[config.mk]
export PLATFORM = sky130hd
export DESIGN_NAME = pdm_capture_ctrl_flat
export DESIGN_NICKNAME = d
export VERILOG_FILES = /design/src/rtl/pdm_capture_ctrl_if.sv /design/src/rtl/pdm_capture_ctrl.sv /design/src/flat_wrapper.sv
export SDC_FILE = /design/constraint.sdc
export NUM_CORES = 1
export LEC_CHECK = 0
export BUFFER_PORTS_ARGS = -buffer_cell sky130_fd_sc_hd__buf_2
export CORE_AREA = 2 2 136 138
export DETAILED_ROUTE_END_ITERATION = 16
export DIE_AREA = 0 0 138 140
export PLACE_DENSITY = 0.77
export SLEW_MARGIN = 0
export SYNTH_ARGS = -nofsm -noshare
export SYNTH_HDL_FRONTEND = slang
export SYNTH_SLANG_ARGS = --single-unit
[constraint.sdc]
create_clock -name clk -period 5.9 [get_ports clk]
set_input_delay 1.18 -clock clk [delete_from_list [all_inputs] [get_ports clk]]
set_output_delay 1.18 -clock clk [all_outputs]
set_load 0.005 [all_outputs]
[src/rtl/pdm_capture_ctrl_if.sv]
// Sample stream between the capture controller and its downstream consumer.
//   m_data  : head-of-FIFO PCM sample
//   m_valid : head entry present
//   m_ready : consumer accepts the head this cycle
//   m_last  : head is the final sample of a finite session
// master = controller side, slave = consumer side.
interface pdm_capture_ctrl_if #(
  parameter int DATA_WIDTH = 16
);
  logic [DATA_WIDTH-1:0] m_data;
  logic                  m_valid;
  logic                  m_ready;
  logic                  m_last;

  modport master (output m_data, output m_valid, output m_last, input m_ready);
  modport slave  (input m_data, input m_valid, input m_last, output m_ready);
endinterface

[src/rtl/pdm_capture_ctrl.sv]
// PDM capture session controller.
// Enables the PDM/CIC/FIR datapath, discards WARMUP_SAMPLES warm-up samples,
// then forwards cfg_len PCM samples (0 = continuous) through a small FIFO to a
// valid/ready consumer. Reports done / aborted pulses and sticky overflow.
// Ports:
//   clk, rst          : clock, asynchronous active-high reset
//   start, abort      : one-cycle control pulses
//   cfg_len           : samples to deliver, latched on accepted start
//   pcm_en            : datapath enable
//   pcm_in, pcm_ready : datapath sample and its ready level (0->1 = new sample)
//   m                 : output sample stream (master side)
//   busy, done, aborted, overflow, sample_cnt : status
module pdm_capture_ctrl #(
  parameter int DATA_WIDTH     = 16,
  parameter int LEN_WIDTH      = 16,
  parameter int WARMUP_SAMPLES = 32,
  parameter int FIFO_DEPTH     = 8
) (
  input  logic                  clk,
  input  logic                  rst,
  input  logic                  start,
  input  logic                  abort,
  input  logic [LEN_WIDTH-1:0]  cfg_len,
  output logic                  pcm_en,
  input  logic [DATA_WIDTH-1:0] pcm_in,
  input  logic                  pcm_ready,
  pdm_capture_ctrl_if.master    m,
  output logic                  busy,
  output logic                  done,
  output logic                  aborted,
  output logic                  overflow,
  output logic [LEN_WIDTH-1:0]  sample_cnt
);

  localparam int AW = (FIFO_DEPTH > 1) ? $clog2(FIFO_DEPTH) : 1;
  localparam int PW = AW + 1;
  localparam int WW = (WARMUP_SAMPLES > 0) ? $clog2(WARMUP_SAMPLES + 1) : 1;

  typedef enum logic [1:0] {IDLE, WARMUP, CAPTURE, DRAIN} state_t;

  state_t                state_q, state_d;
  logic                  ready_q;
  logic                  rise;
  logic [WW-1:0]         warm_cnt;
  logic [LEN_WIDTH-1:0]  len_q;

  logic [DATA_WIDTH-1:0] data_mem [FIFO_DEPTH];
  logic [FIFO_DEPTH-1:0] last_mem;
  logic [PW-1:0]         wr_ptr, rd_ptr, occupancy;
  logic [AW-1:0]         wr_idx, rd_idx;

  logic empty, full, pop, push, drop, push_last;
  logic start_ok, abort_ok, warm_done, done_d;

  // ready_q follows pcm_ready in every state, so a level that is already high
  // when the session starts does not count as a new sample.
  assign rise = pcm_ready & ~ready_q;

  assign wr_idx    = wr_ptr[AW-1:0];
  assign rd_idx    = rd_ptr[AW-1:0];
  assign occupancy = wr_ptr - rd_ptr;
  assign empty     = (wr_ptr == rd_ptr);
  assign full      = (wr_ptr[AW] != rd_ptr[AW]) && (wr_idx == rd_idx);

  assign m.m_valid = ~empty;
  assign m.m_data  = data_mem[rd_idx];
  assign m.m_last  = ~empty & last_mem[rd_idx];
  assign pop       = ~empty & m.m_ready;

  assign start_ok  = (state_q == IDLE) & start & ~abort;
  assign abort_ok  = (state_q != IDLE) & abort;
  assign warm_done = rise & ((warm_cnt + WW'(1)) == WW'(WARMUP_SAMPLES));

  // A sample arriving into a full FIFO is still accepted when the head is
  // leaving in the same cycle; otherwise it is dropped and flagged.
  always_comb begin
    push      = 1'b0;
    drop      = 1'b0;
    push_last = 1'b0;
    if (state_q == CAPTURE && rise && !abort) begin
      if (!full || pop) begin
        push      = 1'b1;
        push_last = (len_q != '0) && ((sample_cnt + LEN_WIDTH'(1)) == len_q);
      end else begin
        drop = 1'b1;
      end
    end
  end

  always_comb begin
    state_d = state_q;
    done_d  = 1'b0;
    case (state_q)
      IDLE: begin
        if (start_ok) state_d = (WARMUP_SAMPLES == 0) ? CAPTURE : WARMUP;
      end
      WARMUP: begin
        if (abort)          state_d = IDLE;
        else if (warm_done) state_d = CAPTURE;
      end
      CAPTURE: begin
        if (abort)          state_d = IDLE;
        else if (push_last) state_d = DRAIN;
      end
      DRAIN: begin
        if (abort) begin
          state_d = IDLE;
        end else if (empty || (pop && occupancy == PW'(1))) begin
          state_d = IDLE;
          done_d  = 1'b1;
        end
      end
      default: state_d = IDLE;
    endcase
  end

  assign pcm_en = (state_q == WARMUP) || (state_q == CAPTURE);
  assign busy   = (state_q != IDLE);

  always_ff @(posedge clk or posedge rst) begin
    if (rst) state_q <= IDLE;
    else     state_q <= state_d;
  end

  always_ff @(posedge clk or posedge rst) begin
    if (rst) begin
      ready_q    <= 1'b0;
      warm_cnt   <= '0;
      len_q      <= '0;
      sample_cnt <= '0;
      overflow   <= 1'b0;
      done       <= 1'b0;
      aborted    <= 1'b0;
      wr_ptr     <= '0;
      rd_ptr     <= '0;
      last_mem   <= '0;
      for (int unsigned i = 0; i < FIFO_DEPTH; i++) data_mem[i] <= '0;
    end else begin
      ready_q <= pcm_ready;
      done    <= done_d;
      aborted <= abort_ok;

      if (start_ok) begin
        len_q      <= cfg_len;
        sample_cnt <= '0;
        overflow   <= 1'b0;
        warm_cnt   <= '0;
      end

      if (state_q == WARMUP && rise && !abort) warm_cnt <= warm_cnt + WW'(1);

      if (drop) overflow <= 1'b1;

      if (push) begin
        data_mem[wr_idx] <= pcm_in;
        last_mem[wr_idx] <= push_last;
        wr_ptr           <= wr_ptr + PW'(1);
        if (sample_cnt != '1) sample_cnt <= sample_cnt + LEN_WIDTH'(1);
      end

      if (pop) rd_ptr <= rd_ptr + PW'(1);

      // Flush takes priority over any same-cycle pointer movement.
      if (abort_ok) begin
        wr_ptr <= '0;
        rd_ptr <= '0;
      end
    end
  end

endmodule

[src/flat_wrapper.sv]
// flat-port wrapper written by rule: the top's interface ports become plain ports
module pdm_capture_ctrl_flat 
#(
  parameter int DATA_WIDTH     = 16,
  parameter int LEN_WIDTH      = 16,
  parameter int WARMUP_SAMPLES = 32,
  parameter int FIFO_DEPTH     = 8
)
  (clk, rst, start, abort, cfg_len, pcm_en, pcm_in, pcm_ready, busy, done, aborted, overflow, sample_cnt, m_m_data, m_m_valid, m_m_last, m_m_ready);
  pdm_capture_ctrl_if #(.DATA_WIDTH(DATA_WIDTH)) m_i ();
  input  logic clk;
  input  logic rst;
  input  logic start;
  input  logic abort;
  input  logic [LEN_WIDTH-1:0] cfg_len;
  output logic pcm_en;
  input  logic [DATA_WIDTH-1:0] pcm_in;
  input  logic pcm_ready;
  output logic busy;
  output logic done;
  output logic aborted;
  output logic overflow;
  output logic [LEN_WIDTH-1:0] sample_cnt;
  output wire logic [$bits(m_i.m_data)-1:0] m_m_data;
  output wire logic [$bits(m_i.m_valid)-1:0] m_m_valid;
  output wire logic [$bits(m_i.m_last)-1:0] m_m_last;
  input wire logic [$bits(m_i.m_ready)-1:0] m_m_ready;
  assign m_m_data = m_i.m_data;
  assign m_m_valid = m_i.m_valid;
  assign m_m_last = m_i.m_last;
  assign m_i.m_ready = m_m_ready;
  pdm_capture_ctrl #(.DATA_WIDTH(DATA_WIDTH), .LEN_WIDTH(LEN_WIDTH), .WARMUP_SAMPLES(WARMUP_SAMPLES), .FIFO_DEPTH(FIFO_DEPTH)) u_core (.clk(clk), .rst(rst), .start(start), .abort(abort), .cfg_len(cfg_len), .pcm_en(pcm_en), .pcm_in(pcm_in), .pcm_ready(pcm_ready), .m(m_i), .busy(busy), .done(done), .aborted(aborted), .overflow(overflow), .sample_cnt(sample_cnt));
endmodule
# Yosys cells after proc, flatten, opt, wreduce, memory -nomap -nowiden
# Index checks and enable logic that the tools add are counted.
[classes] n_addsub=5 order_cmp=6 n_eq_ne=14 muxes=39 bitwise=12 reduce_logical=22
[op_table] operator="$bwmux W128" n=1
[op_table] operator="$mux W16" n=6
[op_table] operator="$bmux W16 S3" n=1
[op_table] operator="$demux W16 S3" n=1
[op_table] operator="$add A16 B1 Y16 const B" n=1
[op_table] operator="$eq A16 B16 Y1" n=1
[op_table] operator="$mux W4" n=4
[op_table] operator="$ne A16 B16 Y1 const B" n=1
[op_table] operator="$reduce_bool A16 Y1" n=1
[op_table] operator="$mux W2" n=7
[op_table] operator="$mux W1" n=13
[op_table] operator="$mux W6" n=2
[op_table] operator="$reduce_bool A2 Y1" n=5
[op_table] operator="$logic_and A1 B1 Y1" n=9
[op_table] operator="$ne A3 B2 Y1 const B" n=3
[op_table] operator="$add A4 B1 Y4 const B" n=2
[op_table] operator="$bwmux W8" n=1
[op_table] operator="$ge A4 B4 Y1 const B" n=2
[op_table] operator="$lt A3 B4 Y1 const B" n=2
[op_table] operator="$not A3 Y4" n=2
[op_table] operator="$pmux W2 S4" n=1
[op_table] operator="$and A1 B1 Y1" n=7
[op_table] operator="$add A6 B1 Y6 const B" n=1
[op_table] operator="$eq A6 B6 Y1 const B" n=1
[op_table] operator="other kinds (17)" n=23
[totals] register_bits=188 inputBits=38 out_inout_bits=39 word_cells=117

# Logic depth before layout (Yosys ltp)
# Gate-level depths: netlist (run 1).
[logic_depth] depth_word=9 ltp_mapped=12 depth_no_buf=11

# Worst setup path after synthesis (run 1)
# No wires, ideal clock.
[synth_timing] path_type="register to output" from="reg u_core.rd_ptr[1]" to="out m_m_last" t_arrival_ns=2.121 t_required_ns=4.720 slack_ns=2.599 stages_incl_launch_ff=9 n_path_buf=3 path_cell_list="dfrtp_1 -> clkbuf_1 -> clkbuf_1 -> inv_1 -> ha_1 -> nand3_1 -> nand2b_1 -> clkbuf_1 -> a21boi_0"
[synth_via] elab_chain_len=3 word_cells_on_any_way=5 classes_between="1 x eq/ne; 2 x mux; 2 x bitwise"
[synth_lines] element="from (decl)" line="pdm_capture_ctrl.sv:49" text="logic [PW-1:0] wr_ptr, rd_ptr, occupancy;"
[synth_lines] element="from (signal assigned)" line="pdm_capture_ctrl.sv:161" text="if (pop) rd_ptr <= rd_ptr + PW'(1);"
[synth_lines] element="$eq A4 B4 Y1" line="pdm_capture_ctrl.sv:62" text="assign empty = (wr_ptr == rd_ptr);"
[synth_lines] element="$not A1 Y1"
[synth_lines] element="via m_m_valid" line="flat_wrapper.sv:25" text="output wire logic [$bits(m_i.m_valid)-1:0] m_m_valid;"
[synth_lines] element="$and A1 B1 Y1" line="pdm_capture_ctrl.sv:67" text="assign m.m_last = ~empty & last_mem[rd_idx];"
[synth_lines] element="to (decl)" line="flat_wrapper.sv:26" text="output wire logic [$bits(m_i.m_last)-1:0] m_m_last;"
# The timed path passes the listed nets, and every way through them passes these cells. The select of a mux whose other input is x is not followed.

# Worst setup path after layout (run 1)
[layout_timing] from="reg u_core.rd_ptr[2]" to="out m_m_last"
[layout_via] elab_chain_len=3 word_cells_on_any_way=5 classes_between="1 x eq/ne; 2 x mux; 2 x bitwise"
[layout_lines] element="$bmux W1 S3 or $eq A4 B4 Y1 (tied branches)" line="pdm_capture_ctrl.sv:67, pdm_capture_ctrl.sv:62"
[layout_lines] element="$mux W1 (not written as such) or $not A1 Y1 (tied branches)" line="pdm_capture_ctrl.sv:67"
[layout_lines] element="$and A1 B1 Y1 (*)" line="pdm_capture_ctrl.sv:67"
# Mark *: on every way between the ends. The rest lies on a longest branch, timed or not. The select of a mux whose other input is x is not followed.

==> results.txt, run 1 <==
After layout, the worst path uses 75.8% of the clock period. In this run the critical register-to-register path is launched from u_core.rd_ptr[2]$_DFFE_PP0P_. The core outline area came out at 17800 um2.

Counting flops with an async set or reset pin after synthesis yields a share of 100%. The endpoint identified for the worst register-to-register timing path is u_core.sample_cnt[13]$_DFF_PP0_. In this run the worst hold path is classified as reg2reg. For this run, the total global-route usage over all layers was measured as 22.3%. At the later pin of the worst-skew pair, clock insertion delay measures 0.44 ns. The number of hold-repair buffers added at the cts stage is 0. The register-to-register setup slack is 1.47 ns. The count of H-tree levels built during CTS is 4. The standard cell with the maximum stage delay on the critical path is sky130_fd_sc_hd__dfrtp_1.

The number of distinct library cells after synthesis came out at 65. The routed wirelength normalized by instance count came out at 18.9 um. The simple-gate share of the synthesized area came out at 12.6%. The arrival time at the worst endpoint is 3.29 ns.

The biggest fanout along the worst timing path is 19. The cell count after placement is 1059. The critical path goes through inv_2 > ha_1 > nand3_1 > nand2b_1 > a21boi_0 > buf_2. Leaving out fill and tap cells, the most frequent cells in the layout are sky130_fd_sc_hd__dfrtp_1, sky130_fd_sc_hd__mux2_2, sky130_fd_sc_hd__nand2_1, sky130_fd_sc_hd__buf_2, sky130_fd_sc_hd__mux4_2. Broken down by cell family, the worst path's largest delay share belongs to flip-flops.

The count of clock tree sinks came out at 188. Leaving out fill and tap cells, the most frequent cell in the layout is sky130_fd_sc_hd__dfrtp_1. The ratio of cells with drive above 1 in the final layout is 34.5%.

The number of antenna violations at the first check in global routing is 1. The detail route stage leaves a number of antenna-violating nets equal to 0. The sequential cell area fraction in the yosys report came out at 49.9%. The floorplan has 49 rows. In this run, post-CTS repair resized a total of 0 instances.

The maximum cell stage delay along the critical path is 0.95 ns. Of the total synthesized cell area, the portion taken by XOR and XNOR cells is 2.93%. The flow ran to the end, and the final reports show no timing, DRC or antenna violations. After routing, the total negative slack on setup checks comes to 0 ns. The leakage dissipation is 5.10 nW.

The longest clock path from root to sink contains 2 buffers. The detailed-route vias per instance came out at 5.95. The congestion estimate from routability-driven global placement came to 0.868. The number of standard cells in the layout, taps in and fillers out came out at 1092. The leftover overflow at the end of global routing is 0. After technology mapping, the gate count stands at 788. The half-perimeter wire length of the detailed placement result is 13.0 mm. The via count of the first global-routing pass came to 6651. The number of cells on the critical path is 6. The cell area that synthesis handed to floorplanning was 9430 um2. TritonCTS built the clock tree. Counting flops and latches in the post-synthesis netlist gives 188. Setup violations remaining at the end of the flow were counted as 0.

The height of the chip came out at 140 um. In the synthesized netlist the dominant register cell turns out to be sky130_fd_sc_hd__dfrtp_1. Pin placement for this block handled 77 I/O pins. The floorplan step defined a die boundary enclosing 19300 um2. Headroom to the max-slew limit came out at 32.8%. The number of DRC violations after detailed routing is 0.

The number of detailed-routing iterations run before antenna repair is 5. The number of input and output port buffers inserted came out at 76. Setup repair after global routing left no endpoint under its margin. The detailed router's first-iteration violation count came out at 466.

Max-cap violations in this run came to 0. The wire length of the first global-routing pass is 34.5 mm. Compared with the post-synthesis result, the final layout area differs by 12.6%. The average footprint of a synthesized cell came out at 12.0 um2. Measured along the x axis, the die boundary spans 138 um. The count of buffering cells on the critical path with inverters included is 2.

The setup path with the least slack is of type reg2out. The number of nets produced by synthesis is 839. The number of failing hold endpoints at the final stage came out at 0. The number of buffers added for setup after CTS is 0. The most critical setup path has its startpoint at u_core.rd_ptr[2]$_DFFE_PP0P_.

The net count reported at finish came out at 900. The final route contains 6494 vias. The depth of the worst register-to-register path is 9.

Summing the areas of all compound-gate instances in the mapped netlist gives 6.32% of the synthesized area. The maximum number of pins on one net before global-route repair is 189. The worst setup path is captured at a primary output. In this run the clock root is driven by a sky130_fd_sc_hd__clkbuf_16. The number of warnings issued by yosys came out at 0. The CTS clock-pin slew for the worst setup and hold paths came out at 0.08 ns. The power per unit of standard cell area is 339 nW/um2. For the final database, setup skew stands at 0.00988 ns. The number of enable-type register cells in the synthesized netlist came out at 0. The maximum vdd drop is 0.268 mV.

The required time reported for the critical path endpoint is 4.72 ns. The adder-cell area share of the yosys netlist came out at 1.81%. The combinational family with the most area after synthesis is multiplexers. The maximum frequency from static timing analysis came out at 224 MHz.

The count of final max-slew check failures came out at 0. The total clock buffers created by CTS came out at 17. The time the worst path needs with I/O delays and setup is 4.47 ns. The mux contribution to synthesized area is 23.5%. The effective utilization at floorplan came out at 53.0%. The type of element launching the critical path is a flip-flop. Summed over all layers, the routed wires come to 20.6 mm. The slew at the pin closest to its max-slew limit is 1.00 ns. The termination of the worst setup path is m_m_last.
-- metrics by stage --
step	power, mW	hold WS (ns)	setup slack, ns	area (um2)	utilization [%]
final	3.60	0.475	1.43	10600	59.7
after detailed placement	2.47	0.459	1.61	10000	56.2
after CTS	3.63	0.479	1.41	10600	59.7
after global placement	2.44	0.452	1.73	10000	56.2
after floorplan	2.20	0.440	2.30	9430	-
after global routing	3.78	0.496	1.17	10600	59.7
-- power breakdown --
group	total (mW)	internal [mW]	leakage, nW	switching [mW]
sequential	1.57	1.42	2.56	0.144
clock	1.15	0.584	0.290	0.569
combinational	0.879	0.426	2.25	0.452
-- final cells by class --
cell class	instances	area, um2
diodes	1	2.50
clock inverters	14	170
multi-input cells	540	4480
flip-flops and latches	188	4710
well taps	229	287
fillers	1405	7170
clock buffers	18	439
repair buffers	86	468
inverters	16	63.8
-- cells by family (layout without fill, tap and decap cells) --
group           after synthesis  count (layout)
buf+inv                      60             134
flops                       188             188
fa+ha+maj                    13              13
simple gates                241             241
mux                         163             163
compound gates               94              94
other cells                   0               1
xor+xnor                     29              29
-- cell usage after synthesis, types with 3 or more instances --
master / number / share of area, %
sky130_fd_sc_hd__mux4_2: 34 / 8.1
sky130_fd_sc_hd__clkbuf_1: 15 / 0.60
sky130_fd_sc_hd__nand4_1: 9 / 0.60
sky130_fd_sc_hd__dfrtp_1: 188 / 50
sky130_fd_sc_hd__ha_1: 12 / 1.6
sky130_fd_sc_hd__mux2_2: 128 / 15
sky130_fd_sc_hd__a21oi_1: 18 / 0.96
sky130_fd_sc_hd__inv_1: 15 / 0.60
sky130_fd_sc_hd__and2_1: 3 / 0.20
sky130_fd_sc_hd__buf_4: 5 / 0.40
sky130_fd_sc_hd__a32o_1: 3 / 0.32
sky130_fd_sc_hd__nor2b_1: 8 / 0.53
sky130_fd_sc_hd__xor2_1: 15 / 1.4
sky130_fd_sc_hd__xnor2_1: 12 / 1.1
sky130_fd_sc_hd__nand3b_1: 5 / 0.40
sky130_fd_sc_hd__and4_1: 3 / 0.28
sky130_fd_sc_hd__nand3_1: 20 / 1.1
sky130_fd_sc_hd__nor2_1: 22 / 0.88
sky130_fd_sc_hd__or3_1: 3 / 0.20
sky130_fd_sc_hd__o31ai_1: 9 / 0.72
sky130_fd_sc_hd__o41ai_1: 4 / 0.37
sky130_fd_sc_hd__nor3_1: 4 / 0.21
sky130_fd_sc_hd__nand2b_1: 3 / 0.20
sky130_fd_sc_hd__or4_1: 4 / 0.32
sky130_fd_sc_hd__nand2_1: 127 / 5.1
sky130_fd_sc_hd__o21ai_0: 31 / 1.6
sky130_fd_sc_hd__buf_2: 16 / 0.85
sky130_fd_sc_hd__o21ai_1: 6 / 0.32
sky130_fd_sc_hd__buf_1: 7 / 0.28
sky130_fd_sc_hd__nor4_1: 9 / 0.60
sky130_fd_sc_hd__and3_1: 5 / 0.33
sky130_fd_sc_hd__a31oi_1: 4 / 0.27
-- how the worst min path moves through the flow --
stage,startpoint,end,slack (ns),depth (start not counted)
after floorplan,u_core.data_mem[16]$_DFFE_PP0P_,u_core.data_mem[16]$_DFFE_PP0P_,0.44,2
after global placement,u_core.data_mem[17]$_DFFE_PP0P_,u_core.data_mem[17]$_DFFE_PP0P_,0.45,2
after detailed placement,u_core.data_mem[18]$_DFFE_PP0P_,u_core.data_mem[18]$_DFFE_PP0P_,0.46,2
after CTS,u_core.data_mem[18]$_DFFE_PP0P_,u_core.data_mem[18]$_DFFE_PP0P_,0.48,2
after global routing,u_core.data_mem[20]$_DFFE_PP0P_,u_core.data_mem[20]$_DFFE_PP0P_,0.50,2
final,u_core.data_mem[18]$_DFFE_PP0P_,u_core.data_mem[18]$_DFFE_PP0P_,0.47,2
-- registers in the layout, indices dropped and copies added (netlist names) --
| name | flops |
|---|---|
| u_core.ready_q | 1 |
| u_core.wr_ptr | 4 |
| u_core.last_mem | 8 |
| u_core.len_q | 16 |
| u_core.done | 1 |
| u_core.warm_cnt | 6 |
| u_core.rd_ptr | 4 |
| u_core.state_q | 2 |
| u_core.aborted | 1 |
| u_core.overflow | 1 |
| u_core.data_mem | 128 |
| u_core.sample_cnt | 16 |
-- worst reg2reg max path, delay by kind of cell, from the launching register on --
kind	cells	cell delay, ns
buffers and inverters	1	0.42
and+or+nand+nor	3	0.78
adders and majority gates	1	0.50
AOI/OAI and AO/OA	4	1.69
DFF	1	0.95
-- layer usage --
metal	GRT usage (%)	wire, um
met5	0	0
met4	7.84	428
met3	4.38	1030
met2	37.0	10100
met1	29.6	9110
Power figures use the tool's default switching activity.
==> run 2: changes to the inputs <==
- clock period: 5.9 -> 4.03 ns (I/O delays scaled with it)
==> run 2 against run 1 <==
Net effect:
- combinational power increased by 49%
- first-iteration DRC count unchanged
- largest cell class unchanged
- final cell count increased by 0.82%
- highest routed layer unchanged
- critical endpoint unchanged
==> results.txt, run 2 (synthesis gave the netlist of run 1 again) <==
The effective utilization at floorplan came out at 53.0% (unchanged). The detailed router's first-iteration violation count came out at 466 (unchanged). The maximum frequency from static timing analysis is 299 MHz. The routed wirelength normalized by instance count was 18.8 um (was 18.9 um). Unrepaired setup endpoints after global routing: no (unchanged).

The critical path endpoint category is a primary output (unchanged). The leakage dissipation is 5.14 nW (was 5.10 nW). The max capacitance violation total came out at 0 (unchanged). The arrival time at the worst endpoint came out at 2.54 ns (was 3.29 ns). The number of buffers added for setup after CTS came out at 0 (unchanged).

The insertion delay to the later sink of the worst-skew pair came out at 0.44 ns (about the same). The overall die area is 19300 um2 (unchanged). The number of antenna violations at the first check in global routing came to 1 (unchanged). The count of clock tree sinks is 188 (unchanged).

The biggest fanout along the worst timing path is 9 (was 19). The half-perimeter wire length of the detailed placement result came out at 13.3 mm (was 13.0 mm). The total global routing track utilization was 22.5% (was 22.3%). Commonest non-fill, non-tap cells in the layout: sky130_fd_sc_hd__dfrtp_1, sky130_fd_sc_hd__mux2_2, sky130_fd_sc_hd__nand2_1, sky130_fd_sc_hd__buf_2, sky130_fd_sc_hd__mux4_2 (unchanged). The smallest clock period supported by the final layout is computed as 3.34 ns. The leftover overflow at the end of global routing came out at 0 (unchanged). The detailed-route vias per instance was 5.91 (was 5.95). The maximum clock insertion buffer count is 2 (unchanged). The horizontal extent of the die was 138 um (unchanged). The total clock buffers created by CTS came out at 17 (unchanged). The worst relative slew slack came out at 35.8% (was 32.8%). The CTS clock-pin slew for the worst setup and hold paths came out at 0.07 ns (was 0.08 ns). The post-detailed-route count of antenna-violating nets came to 0 (unchanged). The kind of cell adding the most delay to the critical path is flip-flops (unchanged). The number of hold-repair buffers added at the cts stage is 0 (unchanged). The maximum vdd drop is 0.376 mV (was 0.268 mV). The number of core rows is 49 (unchanged). The required time reported for the critical path endpoint is 3.22 ns (was 4.72 ns). The final weighted congestion of routability-driven global placement came out at 0.851 (was 0.868). The detailed-route wire length is 20.7 mm (was 20.6 mm). The final-report setup violation count came out at 0 (unchanged). The summed negative setup slack over all endpoints is 0 ns (unchanged). The net count reported at finish is 910 (was 900). The standard cell with the maximum stage delay on the critical path is sky130_fd_sc_hd__dfrtp_1 (unchanged).

The count of final max-slew check failures came out at 0 (unchanged). The post-route fraction of the period consumed by the critical path came out at 82.9%. Largest registers: u_core.data_mem x128, u_core.len_q x16, u_core.sample_cnt x16 (unchanged). The buffer cell driving the clock tree root is sky130_fd_sc_hd__clkbuf_16 (unchanged).

The power per unit of standard cell area is 494 nW/um2 (was 339 nW/um2). The growth of design area from synthesis to finish is 13.2% (was 12.6%). The number of top-level pins is 77 (unchanged). Chain of cells forming the critical path: inv_1 > ha_1 > nand3_1 > nand2b_1 > a21boi_0 > buf_2 (was inv_2 > ha_1 > nand3_1 > nand2b_1 > a21boi_0 > buf_2).

The commonest non-fill, non-tap cell in the layout is sky130_fd_sc_hd__dfrtp_1 (unchanged). The post-cts repair resize count is 0 (unchanged). The count of H-tree levels built during CTS is 4 (unchanged). Run status: completed (unchanged). The number of input and output port buffers inserted is 76 (unchanged). The core outline area came to 17800 um2 (unchanged). The via count of the first global-routing pass came out at 6566 (was 6651). The ratio of cells with drive above 1 in the final layout was 35.1% (was 34.5%).

The number of failing hold endpoints at the final stage came out at 0 (unchanged). The number of detailed-routing iterations run before antenna repair came to 5 (unchanged). The count of buffering cells on the critical path with inverters included is 2 (unchanged). The wire length of the first global-routing pass came out at 34.6 mm (was 34.5 mm).

The TritonCTS clock tree is yes (unchanged). The register with the most flip-flops is u_core.data_mem (unchanged). The number of DRC violations after detailed routing is 0 (unchanged).

The worst min-delay path class is reg2reg (unchanged). The number of flip-flops in the largest register is 128 (unchanged). The height of the chip is 140 um (unchanged). The type of element launching the critical path is a flip-flop (unchanged). The total via count in the routed design came out at 6510 (was 6494). The critical path class was reg2out (unchanged).

The largest clock skew in the final design is 0.00845 ns (was 0.00988 ns). The maximum number of pins on one net before global-route repair is 93 (was 189). The power after layout is 5.27 mW (was 3.60 mW). The final core area utilization is 60.0% (was 59.7%).

The slew at the pin closest to its max-slew limit came out at 0.961 ns (was 1.00 ns). The maximum cell stage delay along the critical path was 0.62 ns (was 0.95 ns).
==> run 2: changes by cell type in the layout (fill, tap and decap cells not counted), sizes merged <==
cell | previous run | this run
buf | 86 | 96
bufinv | 0 | 1
clkbuf | 18 | 17
clkinv | 6 | 4
inv | 21 | 22
==> run 2: worst paths after layout <==
| kind | cells after the start | end | from | slack [ns] |
|---|---|---|---|---|
| worst max-delay path | 6 | m_m_last | u_core.wr_ptr[0]$_DFFE_PP0P_ | 0.69 |
| worst min-delay path | 2 | u_core.data_mem[22]$_DFFE_PP0P_ | u_core.data_mem[22]$_DFFE_PP0P_ | 0.47 |
| worst max register to register | 7 | u_core.data_mem[106]$_DFFE_PP0P_ | u_core.wr_ptr[0]$_DFFE_PP0P_ | 0.80 |
| worst min register to register | 2 | u_core.data_mem[22]$_DFFE_PP0P_ | u_core.data_mem[22]$_DFFE_PP0P_ | 0.47 |
| max in group asynchronous | 3 | u_core.data_mem[34]$_DFFE_PP0P_ | rst | 2.54 |
| min in group asynchronous | 2 | u_core.sample_cnt[1]$_DFF_PP0_ | rst | 0.56 |
==> run 2: tightest hold or removal path: stages, from the launching register on <==
cell	delay, ns
sky130_fd_sc_hd__dfrtp_1	0.34
sky130_fd_sc_hd__nand2_1	0.05
sky130_fd_sc_hd__nand2_1	0.05
==> run 2: metal layers <==
metal	vias to the layer above	track usage [%]	routed length, um
met5	-	0	0
met2	177	36.5	10100
met4	0	7.20	302
li1	2990	-	-
met3	28	4.55	1050
met1	3315	30.9	9270
==> run 2: area by class of cell <==
type,count,area [um2]
well taps,229,287
diodes,1,2.50
clock inverters,14,158
flip-flops and latches,188,4710
fillers,1412,7110
inverters,16,63.8
clock buffers,17,425
repair buffers,96,556
multi-input cells,540,4480
==> run 2: power by group <==
| group | internal, mW | switching (mW) | leakage (nW) |
|---|---|---|---|
| sequential | 2.08 | 0.190 | 2.56 |
| combinational | 0.634 | 0.681 | 2.30 |
| clock | 0.878 | 0.802 | 0.282 |
| total | 3.59 | 1.67 | 5.14 |
==> run 2: through the flow <==
stage	hold WS [ns]	cell area [um2]	std cells	setup WS, ns
2_1_floorplan	0.440	9430	788	0.804
3_3_place_gp	0.455	10100	1069	0.972
3_5_place_dp	0.460	10100	1069	0.839
4_1_cts	0.470	10700	1100	0.682
5_1_grt	0.473	10700	1100	0.569
6_report	0.474	10700	1101	0.689
